### src/rtl/tail_sequencer.sv
// Fetch-path instruction assembler: decodes the head byte's opcode nibble into a length,
// gathers the tail bytes into one word and hands it to execute over valid/ready.
module tail_sequencer #(
  parameter int DW     = 8,
  parameter int MAXLEN = 4
) (
  input  logic                 clk,
  input  logic                 rst,
  input  logic                 flush,
  input  logic [DW-1:0]        in_data,
  input  logic                 in_valid,
  output logic                 in_ready,
  output logic [DW*MAXLEN-1:0] out_insn,
  output logic [2:0]           out_len,
  output logic                 out_illegal,
  output logic                 out_valid,
  input  logic                 out_ready,
  output logic                 busy
);

  // state | meaning
  // HEAD  | waiting for the opcode byte of the next instruction
  // TAIL  | collecting tail bytes until cnt reaches the decoded length
  // OUT   | assembled instruction presented, waiting for out_ready
  typedef enum logic [1:0] {HEAD, TAIL, OUT} state_t;

  state_t                 r_state, w_next;
  logic [1:0]             r_cnt;
  logic [2:0]             r_len;
  logic [DW*MAXLEN-1:0]   r_insn;
  logic [2:0]             r_out_len;
  logic                   r_illegal;
  logic [2:0]             w_dec_len;
  logic [2:0]             w_cnt_inc;
  logic                   w_last;

  always_comb begin
    w_dec_len = 3'd0;
    if (in_data[1:0] == 2'b00)                        w_dec_len = 3'd1;
    else if (in_data[3] && !in_data[1])               w_dec_len = 3'd1;
    else if (in_data[3:0] == 4'b0001)                 w_dec_len = 3'd2;
    else if (in_data[3:0] == 4'b0010)                 w_dec_len = 3'd3;
    else if (in_data[3:0] == 4'b0011)                 w_dec_len = 3'd4;
  end

  assign w_cnt_inc = {1'b0, r_cnt} + 3'd1;
  assign w_last    = (w_cnt_inc == r_len);

  always_comb begin
    w_next = r_state;
    case (r_state)
      HEAD: if (in_valid) w_next = (w_dec_len <= 3'd1) ? OUT : TAIL;
      TAIL: if (in_valid && w_last) w_next = OUT;
      OUT:  if (out_ready) w_next = HEAD;
      default: w_next = HEAD;
    endcase
    if (flush) w_next = HEAD;
  end

  always_ff @(posedge clk or posedge rst) begin
    if (rst) r_state <= HEAD;
    else     r_state <= w_next;
  end

  always_ff @(posedge clk or posedge rst) begin
    if (rst) begin
      r_cnt     <= 2'd0;
      r_len     <= 3'd0;
      r_insn    <= '0;
      r_out_len <= 3'd0;
      r_illegal <= 1'b0;
    end else if (flush) begin
      r_cnt     <= 2'd0;
      r_illegal <= 1'b0;
    end else begin
      case (r_state)
        HEAD: if (in_valid) begin
          r_insn    <= {{(DW*(MAXLEN-1)){1'b0}}, in_data};
          r_len     <= w_dec_len;
          r_illegal <= (w_dec_len == 3'd0);
          if (w_dec_len <= 3'd1) r_out_len <= 3'd1;
          else                   r_cnt     <= 2'd1;
        end
        TAIL: if (in_valid) begin
          // tail bytes are stored raw; their opcode nibble is irrelevant
          r_insn[DW*r_cnt +: DW] <= in_data;
          r_cnt                  <= w_cnt_inc[1:0];
          if (w_last) r_out_len <= r_len;
        end
        default: ;
      endcase
    end
  end

  assign in_ready    = (r_state != OUT);
  assign out_valid   = (r_state == OUT);
  assign busy        = (r_state != HEAD);
  assign out_insn    = r_insn;
  assign out_len     = r_out_len;
  assign out_illegal = r_illegal;

endmodule

### config.mk
export PLATFORM = sky130hd
export DESIGN_NAME = tail_sequencer
export DESIGN_NICKNAME = d
export VERILOG_FILES = /design/src/rtl/tail_sequencer.sv
export SDC_FILE = /design/constraint.sdc
export NUM_CORES = 1
export LEC_CHECK = 0
export BUFFER_PORTS_ARGS = -buffer_cell sky130_fd_sc_hd__buf_4
export CORE_ASPECT_RATIO = 1.75
export CORE_MARGIN = 5
export CORE_UTILIZATION = 47
export CTS_BUF_LIST = sky130_fd_sc_hd__clkbuf_16
export DETAILED_ROUTE_END_ITERATION = 6
export PLACE_DENSITY_LB_ADDON = 0.12
export SLEW_MARGIN = 20
export SYNTH_ARGS = -nofsm -noshare
export SYNTH_HDL_FRONTEND = slang
export SYNTH_SLANG_ARGS = --single-unit
### constraint.sdc
create_clock -name clk -period 1.8 [get_ports clk]
set_clock_uncertainty 0.2 [all_clocks]
set_input_delay 0.18 -clock clk [delete_from_list [all_inputs] [get_ports clk]]
set_output_delay 0.18 -clock clk [all_outputs]
set_load 0.005 [all_outputs]
==> flow_metrics.py <==
metrics = {
    "die": {
        "die_w_um": 59.0,
        "core_um2": 4110,
        "die-area_um2": 5650,
        "rows": 31,
        "die_h_um": 95.7,
        "start_util": 0.480,
        "ios": 52,
    },
    "yosys": {
        "ys_seq_area_frac": 0.545,
        "ys_seq_elements": 43,
        "syn_area_per_cell_um2": 11.1,
        "synth_area_um2": 1970,
        "yosys_warnings": 0,
        "synth_fp_nets": 195,
        "syn_inst": 178,
        "synth_cell_types": 40,
    },
    "worst_setup_path": {
        "cp.required_ns": 1.77,
        "critPathLaunch": "r_cnt[1]",
        "end_kind": "register",
        "reg2reg_depth": 6,
        "critPathKind": "reg -> reg",
        "crit_chain": "inv_2, ha_4, xor2_2, nor3_4, buf_4, o311a_1",
        "reg2reg_slack_ns": 0.04,
        "cp.buffers_inverters": 2,
        "timing.rr.start": "r_cnt[1]",
        "regToRegEndpoint": "out_len[0]",
        "worstSetupStartpointType": "register",
        "cp_slowest_stage_delay_ns": 0.41,
        "cp_slowest_cell": "dfrtp_1",
        "cp_top_family": "flip-flops",
        "path_max_fanout": 6,
        "arrival_ns": 1.72,
    },
    "global_route": {
        "grt_max_degree": 30,
        "grt_util_all_layers": 0.202,
        "grt_most_used_layer": "met2",
        "gr-usage-met1": 0.203,
        "grt_pass1_wl_um": 8550,
        "antenna_found_initial": 0,
        "grt_pass1_vias": 1880,
        "grt_overflow": 0,
        "grt_util_met3": 0.0309,
        "use_met2": 0.370,
    },
    "clock_network": {
        "cts_tree": "done",
        "clk-insertion-delay-late_ns": 0.28,
        "cts_buffers": 5,
        "cts.sinks": 43,
        "clkTransAtPathRegs_ns": 0.06,
        "cts_htree_levels": 2,
        "root_buffer": "clkbuf_16",
        "clockBufferDepth": 2,
    },
    "power_and_ir_drop": {
        "power_mw": 2.35,
        "irDropWorstVdd_uv": 911,
        "leakagePower_nw": 1.38,
        "p_per_area_nw_per_um2": 842,
    },
    "hold_path": {
        "min_from": "in_data[0]",
        "hold_class": "in -> reg",
        "holdPathEnd": "out_insn[0]",
        "hold_path_depth": 3,
    },
    "cells_and_area": {
        "nets": 272,
        "antenna_cells": 0,
        "drive_gt1_frac": 0.379,
        "area_growth_pct": 41.8,
    },
    "drt": {
        "drt_wl_total_um": 5420,
        "drc": 0,
        "drtIter0Drc": 58,
        "vias_per_cell": 5.79,
        "antenna_left": 0,
        "via_count": 1766,
        "routedWlPerCell_um": 17.8,
        "first_pass_iters": 4,
    },
    "timing": {
        "finalCritPeriodShare": 0.976,
        "slew_viol_final": 0,
        "relSlewSlack": 0.647,
        "fmax_mhz": 569,
        "fin_crit_ns": 1.76,
        "tightestPinTransition_ns": 0.526,
        "setup_viol": 0,
        "fin_tns_setup_ns": 0,
        "finalHoldViolCount": 0,
    },
    "run": {
        "cap_violations": 0,
    },
    "placed_design": {
        "hpwlAfterDp_um": 3940,
        "place_congestion": 0.857,
        "io_buffer_count": 51,
    },
    "run_status": {
        "status": "complete, no violations",
    },
}
[synth_stat cells, drive strengths merged]
library cell / count / area (um^2)
a21oi: 2 / 10.0
a22o: 24 / 210
a31o: 1 / 8.76
a31oi: 1 / 6.26
a32o: 1 / 10.0
and2b: 1 / 7.51
and4: 2 / 20.0
and4b: 1 / 10.0
buf: 8 / 70.1
clkbuf: 1 / 5.00
dfrtp: 43 / 1080
ha: 4 / 50.1
inv: 5 / 18.8
nand2: 29 / 109
nand2b: 4 / 35.0
nand3: 5 / 25.0
nand4: 3 / 18.8
nor2: 7 / 26.3
nor2b: 3 / 18.8
nor3: 3 / 31.3
nor3b: 1 / 18.8
o211ai: 2 / 15.0
o21ai: 17 / 88.8
o311a: 1 / 10.0
o311ai: 1 / 8.76
o31ai: 1 / 7.51
o41ai: 1 / 8.76
or2: 1 / 6.26
or4: 1 / 7.51
xnor2: 1 / 8.76
xor2: 3 / 26.3
[worst max-delay path by stage]
stage / endpoint / slack (ns) / cells past startpoint
2_1_floorplan: r_state[0] / 0.009 / 6
3_3_place_gp: r_state[0] / 0.008 / 5
3_5_place_dp: r_state[0] / -0.02 / 5
4_1_cts: r_state[0] / -0.03 / 6
5_1_grt: r_state[1] / -0.01 / 7
6_report: out_len[0] / 0.04 / 6
[repair_timing]
| item | CTS | global route |
|---|---|---|
| pin swaps | 4 | 5 |
| setup buffers | 2 | 2 |
| setup endpoints to repair | 1 | 22 |
| hold endpoints to repair | 31 | 1 |
| hold buffers | 8 | 1 |
| resized for setup | 2 | 11 |
[cells in the final DEF, fill, tap and decap left out, types with 2 or more instances in the layout]
cell and count:
inv_2 3, nand3_1 5, buf_6 2, buf_4 67, clkbuf_16 5, nor2_1 7
nand2b_1 2, a22o_1 24, clkinvlp_4 2, and4_4 2, dlygate4sd3_1 9, o211ai_1 2
nand4_1 3, a21oi_1 2, inv_1 2, o21ai_1 6, nor2b_1 3, ha_1 2
nand2_1 29, dfrtp_1 42, xor2_1 2, o21ai_0 10
[area by class of cell]
type,instances,area (um^2)
clock buffers,5,125
clock inverters,3,23.8
fillers,337,1310
inverters,5,18.8
multi-input cells,121,856
flip-flops and latches,43,1080
well taps,49,61.3
repair buffers,79,636
[metrics by stage]
stage	setup WS [ns]	cell area [um^2]	util	hold slack (ns)	std cells
floorplan	0.00899	1990	-	0.0431	178
global placement	0.00787	2480	0.603	0.0411	284
CTS	-0.0279	2730	0.665	0.00277	302
detailed placement	-0.0166	2480	0.603	0.0429	284
finish	0.0425	2800	0.680	0.0277	305
global route	-0.0144	2800	0.680	0.0375	305
[sequential cells by signal, summed over array words and instances, names as in the netlist]
| signal | count |
|---|---|
| out_illegal | 1 |
| out_insn | 32 |
| out_len | 3 |
| r_cnt | 2 |
| r_len | 3 |
| r_state | 2 |
[where the power goes]
part	switching [mW]	internal, mW	total (mW)	leakage [nW]
clock	0.377	0.518	0.895	0.0664
sequential	0.0477	1.02	1.06	0.578
combinational	0.194	0.202	0.396	0.740
[routing by layer]
layer  share of wire  wire length (um)
met5               0                 0
met2            0.55              2980
met1            0.34              1830
met4           0.045               242
met3           0.067               365
[tightest hold or removal path, delay by kind of cell]
family	cells	cell delay, ns
AND/OR/NAND/NOR	1	0.06
AO/OA/AOI/OAI	1	0.06
buffers and inverters	1	0.16
[logic make-up (layout without fill, tap and decap cells)]
family / after synthesis / in the layout / share of synthesized area
and+or+nand+nor: 61 / 61 / 0.169
xor gates and xnor gates: 4 / 4 / 0.0178
AOI/OAI and AO/OA: 52 / 52 / 0.195
DFF: 43 / 43 / 0.545
buffers and inverters: 14 / 92 / 0.0476
adders and majority gates: 4 / 4 / 0.0254
No activity file was read; power rests on OpenSTA's default activity.
